`src/rtl/rsa_mem_pkg.sv`:
```
// rsa_mem_pkg: op and FSM encodings plus IM geometry defaults shared with the data memory
package rsa_mem_pkg;

    localparam int ADDR_W_DEF    = 10;
    localparam int DATA_W_DEF    = 16;
    localparam int MEM_DEPTH_DEF = 1024;
    localparam int TAG_W_DEF     = 4;

    typedef enum logic [1:0] {
        OP_NOP       = 2'b00,
        OP_LOAD      = 2'b01,
        OP_STORE_ALU = 2'b10,
        OP_STORE_REG = 2'b11
    } mem_op_e;

    typedef enum logic [2:0] {
        ST_IDLE,
        ST_READ,
        ST_WAIT,
        ST_WRITE,
        ST_RESP
    } mac_state_e;

endpackage

```
`src/rtl/mem_access_ctrl.sv`:
```
// mem_access_ctrl: one-at-a-time load/store sequencer driving the IM data memory strobes
module mem_access_ctrl
    import rsa_mem_pkg::*;
#(
    parameter int ADDR_W    = ADDR_W_DEF,
    parameter int DATA_W    = DATA_W_DEF,
    parameter int MEM_DEPTH = MEM_DEPTH_DEF,
    parameter int TAG_W     = TAG_W_DEF
) (
    input  logic              clk,
    input  logic              rst,
    input  logic              req_valid,
    output logic              req_ready,
    input  logic [1:0]        req_op,
    input  logic [ADDR_W-1:0] req_addr,
    input  logic [DATA_W-1:0] req_alu,
    input  logic [DATA_W-1:0] req_reg,
    input  logic [TAG_W-1:0]  req_tag,
    output logic              resp_valid,
    input  logic              resp_ready,
    output logic [DATA_W-1:0] resp_data,
    output logic [TAG_W-1:0]  resp_tag,
    output logic              resp_err,
    output logic              mem_readEn,
    output logic              mem_writeEn,
    output logic              mem_mux_sel,
    output logic [ADDR_W-1:0] mem_address,
    output logic [DATA_W-1:0] mem_data_ALU,
    output logic [DATA_W-1:0] mem_data_Reg,
    input  logic [DATA_W-1:0] mem_dataOut
);

    mac_state_e        r_state;
    mac_state_e        w_next;
    mem_op_e           r_op;
    logic [ADDR_W-1:0] r_addr;
    logic [DATA_W-1:0] r_alu;
    logic [DATA_W-1:0] r_reg;
    logic [DATA_W-1:0] r_data;
    logic [TAG_W-1:0]  r_tag;
    logic              r_err;
    mem_op_e           w_op;
    logic              w_accept;
    logic              w_oor;
    logic              w_err;
    logic [DATA_W-1:0] w_src;

    assign w_op     = mem_op_e'(req_op);
    assign w_accept = req_valid && (r_state == ST_IDLE);
    // A NOP is consumed silently, so only real accesses can be flagged
    assign w_err    = w_oor && (w_op != OP_NOP);
    assign w_src    = (r_op == OP_STORE_REG) ? r_reg : r_alu;

    // With a full-size memory every address is legal and the error path stays idle
    if (MEM_DEPTH < (1 << ADDR_W)) begin : g_range
        assign w_oor = req_addr >= ADDR_W'(MEM_DEPTH);
    end else begin : g_full
        assign w_oor = 1'b0;
    end

    assign mem_address  = r_addr;
    assign mem_data_ALU = r_alu;
    assign mem_data_Reg = r_reg;
    assign mem_mux_sel  = (r_op == OP_STORE_REG);
    assign resp_data    = r_data;
    assign resp_tag     = r_tag;
    assign resp_err     = r_err;

    // State register
    always_ff @(posedge clk) begin
        if (rst) r_state <= ST_IDLE;
        else     r_state <= w_next;
    end

    // Next-state selection and state-decoded handshake/strobe outputs
    always_comb begin
        w_next      = r_state;
        req_ready   = 1'b0;
        resp_valid  = 1'b0;
        mem_readEn  = 1'b0;
        mem_writeEn = 1'b0;
        case (r_state)
            ST_IDLE: begin
                req_ready = 1'b1;
                if (w_accept)
                    w_next = (w_op == OP_NOP)  ? ST_IDLE :
                             w_err             ? ST_RESP :
                             (w_op == OP_LOAD) ? ST_READ : ST_WRITE;
            end
            ST_READ: begin
                mem_readEn = 1'b1;
                w_next     = ST_WAIT;
            end
            ST_WAIT: w_next = ST_RESP;
            ST_WRITE: begin
                mem_writeEn = 1'b1;
                w_next      = ST_RESP;
            end
            ST_RESP: begin
                resp_valid = 1'b1;
                if (resp_ready) w_next = ST_IDLE;
            end
            default: w_next = ST_IDLE;
        endcase
    end

    // Request registers: captured at acceptance and held so IM inputs stay stable between requests
    always_ff @(posedge clk) begin
        if (rst) begin
            r_op   <= OP_NOP;
            r_addr <= '0;
            r_alu  <= '0;
            r_reg  <= '0;
            r_tag  <= '0;
            r_err  <= 1'b0;
        end else if (w_accept) begin
            r_op   <= w_op;
            r_addr <= req_addr;
            r_alu  <= req_alu;
            r_reg  <= req_reg;
            r_tag  <= req_tag;
            r_err  <= w_err;
        end
    end

    // Response word: zero for a rejected address, IM data after WAIT, the stored source after WRITE
    always_ff @(posedge clk) begin
        if (rst)                      r_data <= '0;
        else if (w_accept && w_err)   r_data <= '0;
        else if (r_state == ST_WAIT)  r_data <= mem_dataOut;
        else if (r_state == ST_WRITE) r_data <= w_src;
    end

endmodule

```
`config.mk`:
```
export PLATFORM = sky130hd
export DESIGN_NAME = mem_access_ctrl
export DESIGN_NICKNAME = d
export VERILOG_FILES = /design/src/rtl/rsa_mem_pkg.sv /design/src/rtl/mem_access_ctrl.sv
export SDC_FILE = /design/constraint.sdc
export NUM_CORES = 1
export LEC_CHECK = 0
export ABC_AREA = 1
export BUFFER_PORTS_ARGS = -buffer_cell sky130_fd_sc_hd__buf_2
export CAP_MARGIN = 15
export CORE_ASPECT_RATIO = 1.25
export CORE_MARGIN = 2
export CORE_UTILIZATION = 46
export DETAILED_ROUTE_END_ITERATION = 7
export PLACE_DENSITY = 0.79
export SLEW_MARGIN = 20
export SYNTH_ARGS = -nofsm -noshare
export SYNTH_HDL_FRONTEND = slang
export SYNTH_SLANG_ARGS = --single-unit
```
`constraint.sdc`:
```
create_clock -name clk -period 1.35 [get_ports clk]
set_input_delay 0.0675 -clock clk [delete_from_list [all_inputs] [get_ports clk]]
set_output_delay 0.0675 -clock clk [all_outputs]
set_load 0.03 [all_outputs]
```
==> reports/metrics.yaml, run 1 <==
status: "finished clean"
tns_ps: 0
vias: 3519
drive_gt1_share_pct: 32.7
viasPerCell: 5.31
hold_class: "in2reg"
hold_slack_ps: 12.2
p_leak_nw: 2.11
clkTransAtPathRegs_ps: 70
slowest_stage: "dfxtp_4"
yosysUniqueCellTypes: 20
io-pin-count: 136
netlist_area_mm2: 0.00286
timing.final.ws_setup_ps: 3.01
io_buffers: 134
finClkSkew_ps: 7.82
regArea_mm2: 0.00135
arrival_ps: 1280
r2r_start: "r_state[2]"
maxCapViolations: 0
overflow: 0
rr_endpoint: "resp_data[8]"
drv_slew: 0
antenna_found_initial: 0
final_common_cell: "buf_2"
layout_common_cells: "130 x buf_2, 97 x nand2_1, 80 x nand3_1, 80 x a21oi_1, 63 x dfxtp_1"
p_per_area_mw_per_mm2: 1260
n_antenna_cell: 0
htreeDepth: 3
critPathKind: "reg2out"
synth_area_per_cell_um2: 7.23
grt_first_pass_wirelength_mm: 14.8
cts_buffers: 9
dp_slack_ps: 37.0
final_util_pct: 72.7
routed_wl_mm: 9.98
design.die.area_mm2: 0.00686
dr.pass1.iters: 5
globalplace.congestion: 0.832
finalSetupViolations: 0
cp-end-kind: "primary output"
fp.dieW_um: 74.5
clk_latency_ps: 340
reg2reg_slack_ps: 20
startpoint_type: "register"
synth_seq_cells: 67
hold_viol: 0
final_nets: 642
drtIter0Drc: 305
rows: 32
holdPathStages: 3
drc: 0
multi_input_area_mm2: 0.00129
clockRootBuffer: "clkbuf_8"
clkSinkCount: 67
reg2reg_depth: 7
hp-start: "req_reg[4]"
whs_endpoint: "mem_data_Reg[4]"
slowest_delay_ps: 370
first_global_vias: 3188
max_freq_mhz: 742
areaGrowthSynthToFinish_pct: 55.0
finalCritPeriodShare_pct: 99.8
ir_worst_vdd_uv: 827
path_max_fanout: 13
core_area_mm2: 0.00609
ys_seq_area_share_pct: 47.0
start_util_pct: 46.9
synth_fp_nets: 463
num-fill-cells: 477
ant_nets: 0
cts_buffer_depth: 2
period_needed_ps: 1350
wl_per_cell_um: 15.1
cts_tree: "done"
place_hpwl_mm: 5.92
syn_inst: 395
track_usage_pct: 28.0
synth_warnings: 0
required_ps: 1280
path_cells: "inv_6 -> nand2_4 -> buf_12 -> nor2_1 -> buf_4"
grt_max_degree: 37
chipHeight_um: 92.1
rsz0062_at_grt: "true"
-- stage by stage --
step	cell area (µm²)	instances	power, W
after floorplan	2860	395	0.00327
after CTS	4310	655	0.00546
after global placement	3650	596	0.00371
after global routing	4430	663	0.00584
final	4430	663	0.00557
after detailed placement	3650	596	0.00375
-- state kept, by name, summed over array words and instances (netlist names) --
signal        flops
mem_data_ALU     16
mem_address      10
mem_data_Reg     16
resp_tag          4
resp_data        16
r_op              2
r_state           3
-- worst max-delay path: cells and delay by family, from the launching register on --
kind	cells	cell delay, ps
buffers and inverters	3	390
DFF	1	370
and+or+nand+nor	2	160
-- worst max-delay path by stage --
stage	start	to	slack (ps)	cells after the start
after global routing	r_state[2]	mem_writeEn	-40	5
after CTS	r_state[2]	mem_writeEn	5	5
after floorplan	r_state[2]	mem_writeEn	60	4
final	r_state[2]	mem_writeEn	3	5
after detailed placement	r_state[2]	resp_data[9]	40	5
after global placement	r_state[2]	resp_data[13]	140	5
-- report_power, final --
| part | switching (W) | leakage (nW) | internal, W |
|---|---|---|---|
| Combinational | 0.00104 | 1.46 | 0.000725 |
| Sequential | 0.000139 | 0.550 | 0.00214 |
| Clock | 0.000721 | 0.0953 | 0.000802 |
| Total | 0.00190 | 2.11 | 0.00367 |
-- cells in the mapped netlist (all sizes together) --
master / instances / area, µm²
buf: 22 / 125
dfxtp: 67 / 1340
o21ai: 1 / 5.00
a21oi: 81 / 405
nand3b: 1 / 7.51
nand2: 99 / 374
nor3: 4 / 20.0
nand3: 82 / 420
clkbuf: 12 / 45.0
conb: 1 / 3.75
inv: 21 / 78.8
o211ai: 2 / 15.0
nor2: 2 / 15.0
-- cell families after synthesis --
| group | synth area share [%] |
|---|---|
| and+or+nand+nor | 29.3 |
| AOI/OAI and AO/OA | 14.9 |
| DFF | 47.0 |
| buffers and inverters | 8.72 |
| other | 0.131 |
-- final cells by class --
type                            count  area share [%]
Sequential cell                    67            30.6
Multi-Input combinational cell    273            29.1
Tap cell                           85            2.40
Timing Repair Buffer              202            31.9
Clock inverter                      2           0.226
Clock buffer                       13            3.82
Inverter                           21            1.89
-- timing repair --
action	CTS	global route
buffers inserted	3	6
endpoints found under the hold margin	40	1
setup endpoints to repair	4	19
pin swaps	0	2
cloned	1	1
resized for setup	12	10
hold buffers	40	1
-- routing by layer --
metal / GRT usage, % / routed length, µm / share of wire, %
met4: 13.5 / 355 / 3.6
met3: 8.02 / 763 / 7.6
met1: 33.5 / 3870 / 39
met2: 45.2 / 5000 / 50
met5: 0 / 0 / 0
(Power assumes the default switching activity.)
==> run 2, diff against run 1 <==
- clock period: 1.35 -> 1.4 ns (I/O delays scaled with it)
==> run 2 against run 1 <==
  * Via count fell by 3.4%
  * Sequential share of layout area rose by 1.0 points
  * Largest cell class is now flip-flops and latches
  * Non-clock buffer count fell by 13
  * Sequential cell count did not move
  * First-iteration DRC count fell by 22%
  * Final cell count fell by 2.0%
  * Die area did not move
  * Sequential power fell by 4%
==> reports/metrics.yaml, run 2 (synthesized netlist as in run 1, its figures left out) <==
seq_power_share_pct: 40.7
r2r_start: "r_state[1]"
hold_class: "in2reg"
dr.pass1.iters: 6
clkTransAtPathRegs_ps: 70
combPwrFrac_pct: 29.7
p_leak_nw: 2.03
drv_slew: 0
final_nets: 629
maxCapViolations: 0
finalCritPeriodShare_pct: 98.6
critPathKind: "reg2out"
required_ps: 1330
period_needed_ps: 1380
arrival_ps: 1310
core_area_mm2: 0.00609
areaGrowthSynthToFinish_pct: 50.0
clock_power_share_pct: 29.6
place_inst: 595
p_sw_share_pct: 33.4
drtIter0Drc: 237
overflow: 0
p_int_w: 0.00360
final_common_cell: "buf_2"
cts_buffer_depth: 2
rows: 32
placed_area_mm2: 0.00364
p_per_area_mw_per_mm2: 1260
grt_max_degree: 36
io_buffers: 134
design_area_mm2: 0.00428
clockRootBuffer: "clkbuf_8"
cp-end-kind: "primary output"
ant_nets: 0
track_usage_pct: 26.8
max_freq_mhz: 725
layout_common_cells: "131 x buf_2, 97 x nand2_1, 81 x a21oi_1"
finalSetupViolations: 0
wl_per_cell_um: 14.4
drc: 0
vias: 3398
startpoint_type: "register"
finalNonFillerCells: 650
io-pin-count: 136
fin_total_pwr_w: 0.00540
place_hpwl_mm: 5.88
final_util_pct: 70.4
cts_buffers: 9
ir_worst_vdd_uv: 660
finClkSkew_ps: 11.6
htreeDepth: 3
clkSinkCount: 67
p_sw_w: 0.00180
cts_tree: "done"
clk_latency_ps: 340
num-fill-cells: 500
routed_wl_mm: 9.37
fp.dieW_um: 74.5
start_util_pct: 46.9
n_antenna_cell: 0
hold_viol: 0
design.die.area_mm2: 0.00686
grt_first_pass_wirelength_mm: 14.3
crit_start: "r_state[1]"
first_global_vias: 3066
status: "finished clean"
chipHeight_um: 92.1
drive_gt1_share_pct: 31.9
antenna_found_initial: 0
path_max_fanout: 11
globalplace.congestion: 0.829
viasPerCell: 5.23
hp-start: "req_reg[6]"
-- run 2: worst paths after layout --
check | end | slack (ps) | cells after the start
min reg2reg | mem_address[4] | 460 | 2
max reg2reg | mem_data_Reg[0] | 80 | 7
min | mem_data_Reg[6] | 3 | 3
max | req_ready | 20 | 5
-- run 2: worst max-delay path, stage by stage (launching register included) --
cell and delay, ps:
dfxtp_4 380, nor2_4 140, nand2_2 100, inv_4 90, buf_12 130, buf_6 130
-- run 2: cell type report --
class	instances	area [µm²]	area share, %
sequential	67	1350	31.6
inverter	21	83.8	1.96
clock buffer	13	159	3.71
multi-input combinational	273	1280	29.9
timing repair buffer	189	1270	29.6
clock inverter	2	35.0	0.818
tap	85	106	2.48
-- run 2: power by group through the flow --
stage               combinational (W)  sequential, W  clock, W
floorplan                    0.000679        0.00247         0
global placement              0.00138        0.00222         0
detailed placement            0.00140        0.00223         0
CTS                           0.00151        0.00219   0.00162
global route                  0.00173        0.00221   0.00170
finish                        0.00160        0.00220   0.00160
-- run 2: stage by stage --
stage,hold slack (ps),setup WS (ps),setup TNS [ps]
2_1_floorplan,230,110,0
3_3_place_gp,335,182,0
3_5_place_dp,342,122,0
4_1_cts,0.212,8.74,0
5_1_grt,4.21,-24.6,-42.0
6_report,2.60,20.0,0
-- run 2: per-layer routing --
layer	wire, µm	GRT usage, %
met1	3850	34.0
met2	4610	43.3
met3	570	3.74
met4	339	14.0
met5	0	0
-- run 2: what timing repair did --
action / CTS / global route
pin swaps: 0 / 1
gates cloned: 0 / 1
endpoints found under the setup margin: 4 / 10
hold buffers: 34 / 1
buffers inserted: 2 / 2
hold endpoints to repair: 34 / 1
gates resized for setup: 10 / 7
==> run 3, diff against run 2 <==
- ABC_AREA: 1 -> default
- CORE_UTILIZATION: 46 -> 41
- PLACE_DENSITY: 0.79 -> 0.76
- clock period: 1.4 -> 1.19 ns (I/O delays scaled with it)
==> run 3 against run 2 <==
  * The run now ends with negative setup slack left
  * Global-route usage down 1.3 points
  * Final area is 25% higher
  * Die area rose by 6.1%
  * Final cell count fell by 1.5%
  * Critical path depth increased by 1
  * Largest cell class is now non-clock buffers
  * Largest power group unchanged
==> reports/metrics.yaml, run 3 <==
synth_edf_count: 0
dr.pass1.iters: 4
finalSetupViolations: 72
fin_total_pwr_w: 0.00630
clockRootBuffer: "clkbuf_8"
areaGrowthSynthToFinish_pct: 97.4
ir_worst_vdd_uv: 923
yosysUniqueCellTypes: 24
vias: 3321
clkTransAtPathRegs_ps: 70
drtIter0Drc: 157
grt_max_degree: 28
synth-main-ff-cell: "dfxtp_1"
timing.final.ws_setup_ps: -327
n_antenna_cell: 0
netlist_area_mm2: 0.00271
viasPerCell: 5.19
place_hpwl_mm: 5.28
reg2reg_depth: 6
drc: 0
ys_seq_area_share_pct: 49.5
synth_top_area_cell: "dfxtp_1"
final_util_pct: 82.5
synth_seq_cells: 67
htreeDepth: 3
fp.dieW_um: 76.7
design_area_mm2: 0.00535
p_leak_nw: 2.57
antenna_found_initial: 0
holdPathStages: 3
max_freq_mhz: 659
drive_gt1_share_pct: 56.8
path_max_fanout: 7
synth_area_per_cell_um2: 8.41
rr_endpoint: "mem_data_Reg[14]"
start_util_pct: 41.8
ant_nets: 0
p_per_area_mw_per_mm2: 1180
design.die.area_mm2: 0.00728
rsz0062_at_grt: "true"
overflow: 0
grt_first_pass_wirelength_mm: 14.4
period_needed_ps: 1520
tns_ps: -16790
rows: 33
final_nets: 616
required_ps: 1460
startpoint_type: "register"
io-pin-count: 136
setup.worst_path.end: "mem_data_Reg[14]"
drv_slew: 0
synthTopCellsByCount: "103 x nand2_1, 67 x dfxtp_1, 40 x a21oi_1, 17 x inv_1"
finClkSkew_ps: 9.30
cp-end-kind: "register"
synth_top_cell_area_share_pct: 49.5
ys_top_cells_by_area: "dfxtp_1 50%, nand2_1 14%, a21oi_1 7.4%"
hold_class: "in2reg"
async_flop_share_pct: 0
final_common_cell: "buf_2"
synth_warnings: 0
maxCapViolations: 0
first_global_vias: 3012
layout_common_cells: "129 x buf_2, 65 x dlygate4sd3_1, 64 x dfxtp_1"
routed_wl_mm: 12.0
cts_tree: "done"
crit_start: "r_state[1]"
syn_inst: 322
finalCritPeriodShare_pct: 127
synth_fp_nets: 390
placed_area_mm2: 0.00356
core_area_mm2: 0.00648
chipHeight_um: 94.9
r2r_start: "r_state[1]"
clk_latency_ps: 350
status: "finished, violations left"
critPathKind: "reg2reg"
synth_most_common_cell: "nand2_1"
wl_per_cell_um: 18.7
reg2reg_slack_ps: -330
arrival_ps: 1780
cts_buffers: 9
globalplace.congestion: 0.831
track_usage_pct: 25.5
violations: "negative setup slack"
clkSinkCount: 67
cts_buffer_depth: 2
io_buffers: 134
hold_viol: 0
[run 3: cell families after synthesis]
family / synth area share, %
muxes: 6.33
other: 0.138
and+or+nand+nor: 20.7
buffers and inverters: 7.48
DFF: 49.5
AOI/OAI and AO/OA: 15.8
[run 3: per-stage QoR]
stage / cells / worst slack [ps] / hold WS [ps]
after detailed placement: 533 / -355 / 266
after CTS: 625 / -151 / 177
after floorplan: 322 / -366 / 175
after global placement: 533 / -317 / 263
final: 640 / -327 / 215
after global routing: 640 / -364 / 233
[run 3: timing repair]
action | CTS | global route
gates resized for setup | 36 | 115
pin swaps | 5 | 64
cloned | 3 | 8
setup buffers | 8 | 7
setup endpoints to repair | 71 | 72
endpoints found under the hold margin | 65 | 0
hold buffers | 65 | 0
[run 3: where the power goes]
part           total, W  leakage, nW  internal [W]  switching (W)
clock           0.00187       0.0977      0.000981       0.000890
combinational   0.00190         1.93      0.000850        0.00105
sequential      0.00253        0.550       0.00240       0.000126
[run 3: worst min path at each step]
stage                          from              end  slack [ps]
detailed placement  mem_dataOut[11]    resp_data[11]         270
CTS                             rst  mem_data_Reg[4]         180
finish                          rst      resp_tag[2]         220
global placement    mem_dataOut[11]    resp_data[11]         260
floorplan            mem_dataOut[0]     resp_data[0]         180
global route                    rst  mem_data_ALU[0]         230
[run 3: cell type report]
class,count,area [µm²]
clock buffer,13,179
clock inverter,3,20.0
fill,347,1140
inverter,17,63.8
multi-input combinational,211,1650
sequential,67,1350
tap,87,109
timing repair buffer,242,1980
[run 3: metal layers]
metal	GRT usage, %	vias up	routed length (µm)
met2	48.0	150	6810
met1	26.8	1613	4200
met4	15.3	0	408
met3	3.63	35	568
met5	0	-	0
li1	-	1523	-
[run 3: critical path: stages (launching register included)]
cell and delay [ps]:
dfxtp_4 360, buf_6 130, nor4b_4 350, buf_6 220, clkbuf_16 170, nand2_2 50, a21oi_1 160
